==> src/rtl/ot_write.sv <==
// ot_write: output-SRAM writer. Accepts result beats from a valid/ready
// stream and writes them to consecutive SRAM words 0..ADDR_FINAL-1, then
// pulses done so the downstream reader can be launched.
// Optional build macro: OTW_LAST_CHECK_EN enables the sticky err_last check
// of the producer's in_last marker against the final-address position.
//
// Stream handshake: a beat transfers in any cycle where in_valid and
// in_ready are both high at the rising clock edge; in_ready never depends
// on in_valid, and the producer holds in_valid/in_data until the transfer.
module ot_write #(
  parameter int ADDR_FINAL = 20,
  parameter int DATA_BITS  = 64,
  parameter int ADDR_BITS  = 10
) (
  input  logic                 clk,
  input  logic                 reset,
  input  logic                 start,
  output logic                 busy,
  output logic                 done,
  input  logic                 hold,
  input  logic                 in_valid,
  output logic                 in_ready,
  input  logic                 in_last,
  input  logic [DATA_BITS-1:0] in_data,
  output logic                 cen_otsr,
  output logic                 wen_otsr,
  output logic [ADDR_BITS-1:0] addr_otsr,
  output logic [DATA_BITS-1:0] data_to_sram,
  output logic                 err_last,
  output logic [1:0]           dbg_state
);

  typedef enum logic [1:0] {
    S_IDLE  = 2'd0,
    S_WRITE = 2'd1,
    S_FLUSH = 2'd2,
    S_DONE  = 2'd3
  } state_t;

  localparam logic [ADDR_BITS-1:0] LAST_ADDR = ADDR_BITS'(ADDR_FINAL - 1);

  state_t                 r_state;
  state_t                 w_next_state;
  logic [ADDR_BITS-1:0]   r_cnt_addr;
  logic                   r_cen;
  logic                   r_wen;
  logic [ADDR_BITS-1:0]   r_addr;
  logic [DATA_BITS-1:0]   r_data;
  logic                   w_accept;
  logic                   w_is_last;
  logic                   w_launch;

  assign in_ready     = (r_state == S_WRITE) & ~hold;
  assign w_accept     = in_valid & in_ready;
  assign w_is_last    = (r_cnt_addr == LAST_ADDR);
  assign w_launch     = (r_state == S_IDLE) & start;
  assign busy         = (r_state != S_IDLE);
  assign done         = (r_state == S_DONE);
  assign cen_otsr     = r_cen;
  assign wen_otsr     = r_wen;
  assign addr_otsr    = r_addr;
  assign data_to_sram = r_data;
  assign dbg_state    = r_state;

  // State register.
  always_ff @(posedge clk or negedge reset) begin
    if (!reset) r_state <= S_IDLE;
    else        r_state <= w_next_state;
  end

  // Next-state logic: one run is IDLE -> WRITE (ADDR_FINAL beats) -> FLUSH -> DONE.
  always_comb begin
    w_next_state = r_state;
    case (r_state)
      S_IDLE:  if (start) w_next_state = S_WRITE;
      S_WRITE: if (w_accept && w_is_last) w_next_state = S_FLUSH;
      S_FLUSH: w_next_state = S_DONE;
      S_DONE:  w_next_state = S_IDLE;
      default: w_next_state = S_IDLE;
    endcase
  end

  // Write address counter: restarts on launch, advances per accepted beat.
  always_ff @(posedge clk or negedge reset) begin
    if (!reset) begin
      r_cnt_addr <= '0;
    end else if (w_launch) begin
      r_cnt_addr <= '0;
    end else if (w_accept) begin
      if (w_is_last) r_cnt_addr <= '0;
      else           r_cnt_addr <= r_cnt_addr + 1'b1;
    end
  end

  // Registered SRAM port: one write cycle per accepted beat, idle otherwise.
  always_ff @(posedge clk or negedge reset) begin
    if (!reset) begin
      r_cen  <= 1'b1;
      r_wen  <= 1'b1;
      r_addr <= '0;
      r_data <= '0;
    end else if (w_accept) begin
      r_cen  <= 1'b0;
      r_wen  <= 1'b0;
      r_addr <= r_cnt_addr;
      r_data <= in_data;
    end else begin
      r_cen  <= 1'b1;
      r_wen  <= 1'b1;
    end
  end

`ifdef OTW_LAST_CHECK_EN
  logic r_err_last;

  // Sticky flag: in_last must be high exactly on the beat for the final address.
  always_ff @(posedge clk or negedge reset) begin
    if (!reset) begin
      r_err_last <= 1'b0;
    end else if (w_launch) begin
      r_err_last <= 1'b0;
    end else if (w_accept && (in_last != w_is_last)) begin
      r_err_last <= 1'b1;
    end
  end

  assign err_last = r_err_last;
`else
  logic w_unused_last;

  assign w_unused_last = in_last;
  assign err_last      = 1'b0;
`endif

endmodule

==> config.mk <==
export PLATFORM = sky130hd
export DESIGN_NAME = ot_write
export DESIGN_NICKNAME = d
export VERILOG_FILES = /design/src/rtl/ot_write.sv
export SDC_FILE = /design/constraint.sdc
export NUM_CORES = 1
export LEC_CHECK = 0
export ABC_CLOCK_PERIOD_IN_PS = 3300
export BUFFER_PORTS_ARGS = -buffer_cell sky130_fd_sc_hd__clkbuf_2
export CORE_MARGIN = 1.5
export CORE_UTILIZATION = 50
export CTS_CLUSTER_DIAMETER = 100
export DETAILED_ROUTE_END_ITERATION = 16
export MAX_ROUTING_LAYER = met4
export PLACE_DENSITY = 0.83
export SKIP_CTS_REPAIR_TIMING = 1
export SLEW_MARGIN = 20
export SYNTH_ARGS = -nofsm -noshare
export SYNTH_HDL_FRONTEND = slang
export SYNTH_SLANG_ARGS = --single-unit
export TNS_END_PERCENT = 5
==> constraint.sdc <==
create_clock -name clk -period 3.3 [get_ports clk]
set_clock_uncertainty 0.05 [all_clocks]
set_input_delay 0.99 -clock clk [delete_from_list [all_inputs] [get_ports clk]]
set_output_delay 0.99 -clock clk [all_outputs]
set_load 0.005 [all_outputs]
==> impl_metrics.csv <==
group,metric,value,unit
global_routing,grt_overflow,0,
cts,cts_sinks,87,
timing,period_needed,2.35,ns
min_path,hold_class,"flop to flop",
drt,drtPass1Iterations,5,
setup_path,r2r-start,"dbg_state[1]",
drt,drtIter0Drc,116,
setup_path,cp_slowest_cell,"dfrtp_1",
synth,syn_nets,467,
global_routing,grt_pass1_wl,12100,um
job,drv_cap,0,
die,core_area,6830,um^2
die,die_w,87.1,um
min_path,hold-path-cell-count,2,
setup_path,rr_endpoint,"data_to_sram[37]",
die,placement_rows,30,
cts,insertion_delay,0.33,ns
placed_design,hpwl,5490,um
synth,synth_seq_area_share,0.617,
global_routing,grt_antenna_before_repair,0,
timing,rsz0062_at_grt,"no",
status,status,"finished clean",
timing,finalMaxSlewViolations,0,
cts,cts-root-buf,"clkbuf_8",
timing,tns,0,ns
cts,htreeDepth,3,
drt,routed_wl,7700,um
final_layout,layoutNonFillerInstCount,636,
synth,syn_area,3530,um^2
setup_path,worstPathMaxFanout,5,
die,start_util,0.517,
setup_path,worstPathCellList,"inv_1 -> ha_1 -> nor2b_1 -> clkbuf_2",
timing,relSlewSlack,0.531,
die,die_h,87.1,um
drt,ant_nets,0,
synth,ys_warn_count,0,
timing,clock.fmax,425,MHz
synth,ys_ff_latch,87,
setup_path,cp-end-kind,"output pin",
setup_path,crit_family,"flip-flops",
placed_design,dp.cells,621,
final_layout,finalInstanceArea,4590,um^2
setup_path,cpPeakStageDelay,0.42,ns
timing,worstMarginPinSlew,0.704,ns
setup_path,crit_required,2.26,ns
power,cellLeakagePower,2.70,nW
global_routing,grt_pass1_vias,2770,
drt,via_count,3001,
drt,wire_per_inst,12.1,um
power,ir_drop,0.000386,V
cts,cts_tree,"yes",
cts,clkTransAtPathRegs,0.08,ns
timing,hold_violations,0,
power,power_density,802,nW/um^2
final_layout,num-nets-final,612,
synth,synth_cell_types,33,
placed_design,placed_cell_area,4370,um^2
global_routing,grt_max_degree,57,
placed_design,gp_congestion,0.841,
cts,cts_made_buffers,9,
drt,drc,0,
setup_path,criticalPathCategory,"flop to output pin",
synth,syn-mean-instance-area,9.04,um^2
timing,setup_viol,0,
global_routing,grt_use_total,0.209,
final_layout,drive_gt1_frac,0.326,
cts,cts_buffer_depth,2,
setup_path,r2r_cells,7,
final_layout,insertedDiodeCount,0,
die,die_area,7580,um^2
drt,viasPerCell,4.72,
final_layout,areaGrowthSynthToFinish,30.0,%
setup_path,r2r_setup_slack,1.22,ns
synth,synthCells,391,
setup_path,cp.arrival,1.31,ns
min_path,min_from,"data_to_sram[35]",
die,design.portCount,152,
placed_design,portBuffers,149,
min_path,holdPathEnd,"data_to_sram[35]",
setup_path,path_buf_inv,2,
setup_path,start_kind,"flop",
timing,finalCritPeriodShare,0.713,
-- cell families (layout without fill, tap and decap cells) --
| logic type | count (synthesis) | count (layout) | synth area share |
|---|---|---|---|
| fa+ha+maj | 6 | 6 | 0.0212 |
| simple gates | 254 | 254 | 0.286 |
| other cells | 1 | 1 | 0.00106 |
| buf+inv | 24 | 173 | 0.0305 |
| compound gates | 10 | 10 | 0.0209 |
| flops | 87 | 87 | 0.617 |
| xor+xnor | 7 | 7 | 0.0174 |
| mux | 2 | 2 | 0.00602 |
-- synth_stat cells --
master | n | area (um^2)
nor3_1 | 1 | 5.00
and3b_1 | 1 | 8.76
and4bb_2 | 1 | 12.5
nor2_1 | 10 | 37.5
clkbuf_1 | 8 | 30.0
and3_2 | 1 | 7.51
nand3b_1 | 1 | 7.51
nor2b_1 | 1 | 6.26
buf_2 | 8 | 40.0
and4_4 | 1 | 11.3
xor2_1 | 7 | 61.3
ha_1 | 6 | 75.1
and4_1 | 1 | 8.76
or4b_1 | 1 | 10.0
buf_1 | 2 | 7.51
dfstp_2 | 1 | 26.3
o2bb2ai_1 | 1 | 8.76
o211ai_1 | 2 | 15.0
nand2_1 | 227 | 852
buf_4 | 2 | 15.0
conb_1 | 1 | 3.75
inv_1 | 3 | 11.3
o21ai_0 | 1 | 5.00
clkinv_1 | 1 | 3.75
and3_1 | 1 | 6.26
a21oi_1 | 2 | 10.0
o2111ai_1 | 4 | 35.0
nand3_1 | 4 | 20.0
dfrtp_1 | 86 | 2150
nand4_1 | 2 | 12.5
mux2_2 | 1 | 11.3
and2_1 | 1 | 6.26
mux2i_1 | 1 | 10.0
-- per-layer routing --
layer / wire length, um / global-route usage / vias to the layer above
met5: 0 / - / -
met1: 3290 / 0.240 / 1394
met3: 413 / 0.0360 / 4
met2: 3920 / 0.359 / 104
met4: 78 / 0.0953 / 0
li1: - / - / 1499
-- metrics by stage --
step                hold WS [ns]  total power, W   util  setup slack, ns
floorplan                  0.420         0.00229      -             1.16
global placement           0.406         0.00286  0.640            0.905
detailed placement         0.411         0.00293  0.640            0.843
CTS                        0.431         0.00374  0.672            0.923
global route               0.454         0.00397  0.672            0.871
finish                     0.427         0.00369  0.672            0.948
-- placed cells by master, fill, tap and decap left out, types with 2 or more instances in the layout --
master	netlist	layout
o211ai_1	2	2
inv_1	3	3
clkbuf_2	0	148
nand4_1	2	2
o2111ai_1	4	4
xor2_1	7	7
clkinv_4	0	2
nor2_1	10	10
nand2_1	227	227
dfrtp_1	86	86
ha_1	6	6
buf_12	0	2
a21oi_1	2	2
bufinv_16	0	2
clkbuf_8	0	10
nand3_1	4	4
buf_4	2	4
-- sequential cells by signal, indices dropped and copies added (netlist names) --
name / cells
data_to_sram: 64
addr_otsr: 10
r_cnt_addr: 10
dbg_state: 2
wen_otsr: 1
-- worst register-to-register path, cell delays in order, from the launching register on --
cell and delay (ns):
dfrtp_1 0.41, inv_1 0.10, ha_1 0.21, and3b_2 0.28
inv_2 0.52, buf_12 0.28, nand2_1 0.10, nand2_1 0.07
-- where the power goes --
group	total [W]	switching, W	leakage (nW)	internal [W]
clock network	0.000800	0.000355	0.112	0.000445
registers	0.00174	0.000256	1.10	0.00149
logic	0.00114	0.000604	1.48	0.000539
-- worst max-delay path by stage --
| stage | from | end | slack [ns] | cells past startpoint |
|---|---|---|---|---|
| 5_1_grt | dbg_state[1] | in_ready | 0.87 | 4 |
| 4_1_cts | dbg_state[1] | in_ready | 0.92 | 4 |
| 2_1_floorplan | hold | in_ready | 1.16 | 1 |
| 6_report | dbg_state[1] | in_ready | 0.95 | 4 |
| 3_5_place_dp | hold | data_to_sram[37] | 0.84 | 6 |
| 3_3_place_gp | hold | data_to_sram[59] | 0.91 | 6 |
-- area by class of cell --
cell class / count / area [um^2]
repair buffers: 154 / 811
inverters: 4 / 15.0
fillers: 595 / 2240
clock buffers: 10 / 138
multi-input cells: 280 / 1250
flip-flops and latches: 87 / 2180
well taps: 96 / 120
clock inverters: 5 / 82.6
No activity file was read; power rests on OpenSTA's default activity.
